[config.mk]
export PLATFORM = sky130hd
export DESIGN_NAME = mips_control_fsm
export DESIGN_NICKNAME = d
export VERILOG_FILES = /design/src/rtl/mips_control_fsm.sv
export SDC_FILE = /design/constraint.sdc
export NUM_CORES = 1
export LEC_CHECK = 0
export ABC_AREA = 1
export ABC_CLOCK_PERIOD_IN_PS = 1500
export CORE_UTILIZATION = 40
export DETAILED_ROUTE_END_ITERATION = 12
export GPL_ROUTABILITY_DRIVEN = 0
export PLACE_DENSITY = 0.83
export SLEW_MARGIN = 30
export SYNTH_ARGS = -nofsm -noshare
export SYNTH_HDL_FRONTEND = slang
export SYNTH_SLANG_ARGS = --single-unit
[constraint.sdc]
create_clock -name clk -period 1.5 [get_ports clk]
set_input_delay 0.15 -clock clk [delete_from_list [all_inputs] [get_ports clk]]
set_output_delay 0.15 -clock clk [all_outputs]
set_load 0.01 [all_outputs]
[src/rtl/mips_control_fsm.sv]
// Multi-cycle MIPS main control unit: sequences each instruction through
// fetch, decode, execute, memory and write-back, and drives the datapath
// enables, mux selects and the ALU class code for the ALU control decoder.
module mips_control_fsm (
    input  logic       clk,
    input  logic       rst,
    input  logic [5:0] opcode,
    input  logic       mem_ready,
    output logic       pc_write,
    output logic       pc_write_cond,
    output logic       i_or_d,
    output logic       mem_read,
    output logic       mem_write,
    output logic       ir_write,
    output logic       mem_to_reg,
    output logic       reg_dst,
    output logic       reg_write,
    output logic       alu_src_a,
    output logic [1:0] alu_src_b,
    output logic [1:0] alu_code,
    output logic [1:0] pc_source,
    output logic [3:0] state
);

    typedef enum logic [3:0] {
        S_IF     = 4'd0,
        S_ID     = 4'd1,
        S_MEMADR = 4'd2,
        S_MEMRD  = 4'd3,
        S_LWB    = 4'd4,
        S_MEMWR  = 4'd5,
        S_EXEC   = 4'd6,
        S_RWB    = 4'd7,
        S_BRANCH = 4'd8,
        S_JUMP   = 4'd9,
        S_IEXEC  = 4'd10,
        S_IWB    = 4'd11
    } state_t;

    localparam logic [5:0] OP_RTYPE = 6'b000000;
    localparam logic [5:0] OP_LW    = 6'b100011;
    localparam logic [5:0] OP_SW    = 6'b101011;
    localparam logic [5:0] OP_BEQ   = 6'b000100;
    localparam logic [5:0] OP_J     = 6'b000010;
    localparam logic [5:0] OP_ADDIU = 6'b001001;

    state_t state_q;
    state_t state_d;

    // Next-state selection; opcode only matters in ID and MEMADR, where the
    // instruction register cannot change because ir_write is low.
    always_comb begin
        state_d = S_IF;
        case (state_q)
            S_IF:     state_d = mem_ready ? S_ID : S_IF;
            S_ID: begin
                case (opcode)
                    OP_LW,
                    OP_SW:    state_d = S_MEMADR;
                    OP_RTYPE: state_d = S_EXEC;
                    OP_BEQ:   state_d = S_BRANCH;
                    OP_J:     state_d = S_JUMP;
                    OP_ADDIU: state_d = S_IEXEC;
                    default:  state_d = S_IF;
                endcase
            end
            S_MEMADR: state_d = (opcode == OP_LW) ? S_MEMRD : S_MEMWR;
            S_MEMRD:  state_d = mem_ready ? S_LWB : S_MEMRD;
            S_LWB:    state_d = S_IF;
            S_MEMWR:  state_d = mem_ready ? S_IF : S_MEMWR;
            S_EXEC:   state_d = S_RWB;
            S_RWB:    state_d = S_IF;
            S_BRANCH: state_d = S_IF;
            S_JUMP:   state_d = S_IF;
            S_IEXEC:  state_d = S_IWB;
            S_IWB:    state_d = S_IF;
            default:  state_d = S_IF;
        endcase
    end

    // State register; reset aborts any instruction and returns to fetch.
    always_ff @(posedge clk or posedge rst) begin
        if (rst) begin
            state_q <= S_IF;
        end else begin
            state_q <= state_d;
        end
    end

    // Moore output decode; only the fetch-cycle IR/PC loads follow
    // mem_ready, and everything is held low while reset is asserted.
    always_comb begin
        pc_write      = 1'b0;
        pc_write_cond = 1'b0;
        i_or_d        = 1'b0;
        mem_read      = 1'b0;
        mem_write     = 1'b0;
        ir_write      = 1'b0;
        mem_to_reg    = 1'b0;
        reg_dst       = 1'b0;
        reg_write     = 1'b0;
        alu_src_a     = 1'b0;
        alu_src_b     = 2'b00;
        alu_code      = 2'b00;
        pc_source     = 2'b00;
        if (!rst) begin
            case (state_q)
                S_IF: begin
                    mem_read  = 1'b1;
                    alu_src_b = 2'b01;
                    ir_write  = mem_ready;
                    pc_write  = mem_ready;
                end
                S_ID: begin
                    alu_src_b = 2'b11;
                end
                S_MEMADR, S_IEXEC: begin
                    alu_src_a = 1'b1;
                    alu_src_b = 2'b10;
                end
                S_MEMRD: begin
                    mem_read = 1'b1;
                    i_or_d   = 1'b1;
                end
                S_LWB: begin
                    reg_write  = 1'b1;
                    mem_to_reg = 1'b1;
                end
                S_MEMWR: begin
                    mem_write = 1'b1;
                    i_or_d    = 1'b1;
                end
                S_EXEC: begin
                    alu_src_a = 1'b1;
                    alu_code  = 2'b10;
                end
                S_RWB: begin
                    reg_write = 1'b1;
                    reg_dst   = 1'b1;
                end
                S_BRANCH: begin
                    alu_src_a     = 1'b1;
                    alu_code      = 2'b01;
                    pc_write_cond = 1'b1;
                    pc_source     = 2'b01;
                end
                S_JUMP: begin
                    pc_write  = 1'b1;
                    pc_source = 2'b10;
                end
                S_IWB: begin
                    reg_write = 1'b1;
                end
                default: ;
            endcase
        end
    end

    assign state = state_q;

endmodule

# After elaboration in Yosys (flattened, before gate mapping)
# Cells that the tools add are included.
# classes
eq_ne,16
div,0
reduce_logical,8
mul,0
n_bitwise,0
shifts,0
order_cmp,0
muxes,32
n_addsub,0
# op_table
op,count
$pmux 4 s7,1
$mux 1,20
$pmux 4 s5,1
$eq 4x3->1 const B,4
$eq 4x4->1 const B,4
$eq 6x6->1 const B,2
$mux 3,3
$eq 4x2->1 const B,2
$pmux 2 s2,2
$reduce_or 2->1,4
$eq 6x2->1 const B,1
$eq 6x3->1 const B,1
$eq 6x4->1 const B,1
$logic_not 6->1,1
$mux 2,3
$pmux 2 s3,1
$eq 4x1->1 const B,1
$logic_not 4->1,1
$reduce_or 4->1,1
$reduce_or 3->1,1
$pmux 1 s2,1
# totals
output_inout_bits,20
n_memories,0
reg_bits,4
input_bits,9
mem_bits_rw,0
elab_cells,57
romBits,0
latch_bits,0

# Longest topological paths before layout
# logic_depth
word_depth,4
depth_mapped,8
mapped_depth_nobuf,8

# Worst setup path after synthesis
# Ideal clock, no wire load.
# synth_path
path_type,register -> output
start,"reg state_q[3], in the netlist state[3]"
end,out pc_source[0]
stages_incl_launch_ff,6
path_buffers,1
arrival_ps,1120
setup_slack_ps,230
required_ps,1350
cell_sequence,dfrtp_1 -> inv_2 -> nor2_1 -> nand2_1 -> nor2_1 -> buf_4
# synth_via
elab_chain_cells,3
elab_cells_between_ends,4
classes_between,eq/ne: 2; mux: 2
# synth_lines
element,line_no,source
start: declaration,47,state_t state_q;
start signal: assignment,86,state_q <= state_d;
$eq 4x4->1,107,case (state_q)
$pmux 2 s2 *,107,
$mux 2 *,106,if (!rst) begin
end: declaration,21,"output logic [1:0] pc_source,"
# Mark *: on every way between the ends. The rest lies on a longest branch, timed or not.

# Final worst setup path
# layout_path
start,"reg state_q[0], in the netlist state[0]"
end,out alu_src_a
# layout_via
elab_chain_cells,4
elab_cells_between_ends,7
classes_between,eq/ne: 4; mux: 2; reduce/logical: 1
# layout_lines
element,line_no,source
"$eq 4x4->1, or another cell as far along",107,
$reduce_or 4->1 (no source line) *,--,
$mux 1 *,107,
$mux 1 *,106,
end: declaration,18,"output logic alu_src_a,"
# Marked as above.

==> flow_metrics.env <==
export IMPL_syn_inst=104
export IMPL_grt_max_degree=10
export IMPL_fillCellCount=59
export IMPL_vdd_drop_max_v=0.000357
export IMPL_grt_antenna_before_repair=0
export IMPL_cts_sinks=4
export IMPL_dp_worst_setup_slack_ps=-147
export IMPL_finalClockSkew_ps=3.76
export IMPL_fin_crit_sh_pct=103
export IMPL_layout_common_cells="nor2_1, nand2_1, buf_4"
export IMPL_syn_cell_area_um2=528
export IMPL_clk_pin_slew_worst_paths_ps=40
export IMPL_tritoncts="done"
export IMPL_worstMarginPinSlew_ps=325
export IMPL_dr_pass1_iters=5
export IMPL_ys_warn_count=0
export IMPL_status="finished, violations left"
export IMPL_dp_final_hpwl_um=1320
export IMPL_yosysTopAreaCellShare_pct=19.9
export IMPL_cellPowerDensity_mw_per_mm2=545
export IMPL_slew_headroom_pct=78.2
export IMPL_slew_viol_final=0
export IMPL_arrival_ps=1390
export IMPL_synth_seq_cells=4
export IMPL_antennaDiodeCount=0
export IMPL_violations="setup timing"
export IMPL_worstReg2RegEnd="state[2]"
export IMPL_synth_flop_cell="dfrtp_1"
export IMPL_synth_distinct_cells=17
export IMPL_core_area_mm2=0.00117
export IMPL_worstSetupPathType="flip-flop to output port"
export IMPL_dieWidth_um=38.3
export IMPL_synth_edf_count=0
export IMPL_fin_ws_ps=-43.7
export IMPL_hold_path_class="input pin to asynchronous set/reset pin"
export IMPL_num_vias=917
export IMPL_io_buffers=28
export IMPL_clk_path_buf_depth=2
export IMPL_p_leak_nw=0.603
export IMPL_synth_largest_area_cell="nand2_1"
export IMPL_drc=0
export IMPL_first_global_vias=809
export IMPL_routed_via_density=5.27
export IMPL_power_mw=0.575
export IMPL_drt_iter0_drc=49
export IMPL_h_tree_depth=1
export IMPL_post_route_min_period_ps=1540
export IMPL_regArea_um2=105
export IMPL_drt_wl_total_um=2540
export IMPL_syn2layout_area_growth_pct=100
export IMPL_hold_violations=0
export IMPL_grt_pass1_wl_um=3430
export IMPL_worstPathMaxFanout=5
export IMPL_cts_buffers=3
export IMPL_cap_violations=0
export IMPL_rr_worst_depth=10
export IMPL_final_util_pct=90.2
export IMPL_synth_nets=113
export IMPL_rrSetupSlack_ps=50
export IMPL_drtAntennaViolNets=0
export IMPL_grt_setup_unrepaired="yes"
export IMPL_final_nets=171
export IMPL_r2r_start="state[0]"
export IMPL_ys_seq_area_share_pct=19.0
export IMPL_grt_overflow_total=0
export IMPL_setup_viol=2
export IMPL_avgSynthCellArea_um2=5.08
export IMPL_pin_count=29
export IMPL_die_h_um=38.3
export IMPL_clockRootBuffer="clkbuf_4"
export IMPL_clkLatencyLatePin_ps=240
export IMPL_drive_gt1_share_pct=46.9
export IMPL_largest_reg_flops=4
export IMPL_start_kind="flip-flop"
export IMPL_grt_usage_pct=35.0
export IMPL_fp_dieArea_mm2=0.00147
export IMPL_drt_wirelength_per_cell_um=14.6
export IMPL_multi_input_area_um2=417
export IMPL_initial_utilization_pct=45.1
export IMPL_cp_end_kind="output port"
export IMPL_synthArstFlopShare_pct=100
export IMPL_num_rows=12
export IMPL_fmax_mhz=648
export IMPL_synth_top_cells_by_area="nand2_1, nor2_1, dfrtp_1"
export IMPL_required_ps=1350
==> power by group <==
| group | internal (mW) | switching [mW] | leakage, nW |
|---|---|---|---|
| Sequential | 0.118 | 0.0156 | 0.0480 |
| Combinational | 0.146 | 0.156 | 0.542 |
| Clock | 0.0898 | 0.0497 | 0.0138 |
| Total | 0.354 | 0.222 | 0.603 |
==> how the worst max path moves through the flow <==
stage | startpoint | endpoint | slack [ps] | depth (start not counted)
3_3_place_gp | rst | mem_to_reg | -140 | 5
3_5_place_dp | rst | mem_to_reg | -150 | 5
4_1_cts | state[0] | pc_write | -80 | 5
6_report | state[0] | alu_src_a | -40 | 5
2_1_floorplan | state[3] | pc_source[0] | 230 | 5
5_1_grt | state[1] | mem_write | -80 | 5
==> cell families (layout without fill, tap and decap cells) <==
logic type,Yosys count,in the layout,synth area share [%]
buffers and inverters,20,76,15.2
and+or+nand+nor,75,75,60.9
AOI/OAI and AO/OA,5,5,4.98
DFF,4,4,19.0
==> synthesized netlist by cell type, types with 2 or more instances <==
master and n:
dfrtp_1 4, nand2_2 2, nand2_1 28, nand3_1 10, inv_1 12, nor2_1 27
nor3_1 2, inv_2 4, a21oi_1 4, nor2_2 4
==> critical path: stages, from the launching register on <==
cell and delay (ps):
dfrtp_2 450, buf_6 140, nor2_4 170, nand2_2 90, a31oi_1 150, buf_2 150
==> repair_timing <==
item                                    CTS  global route
hold buffers                              0             0
pin swaps                                 1            10
gates resized for setup                  59            29
endpoints found under the setup margin   17            14
setup buffers                             7             2
==> through the flow <==
step	cell area, um^2	hold slack [ps]	setup TNS, ps	cells
floorplan	528	-75.6	0	104
global placement	950	533	-1550	162
detailed placement	950	529	-1580	162
CTS	1010	287	-171	172
global route	1060	390	-410	174
finish	1060	361	-79.5	174
==> per-layer routing <==
layer | track usage [%] | vias up | part of all wire (%)
li1 | - | 428 | -
met4 | 18.1 | 0 | 2.1
met2 | 69.1 | 69 | 51
met3 | 5.81 | 8 | 8.9
met1 | 33.8 | 412 | 38
met5 | 0 | - | 0
==> area by class of cell <==
cell class	count	area share [%]
inverters	18	6.52
repair buffers	55	40.3
well taps	14	1.66
clock buffers	3	2.13
flip-flops and latches	4	9.95
multi-input cells	80	39.5
No activity file was read; power rests on OpenSTA's default activity.
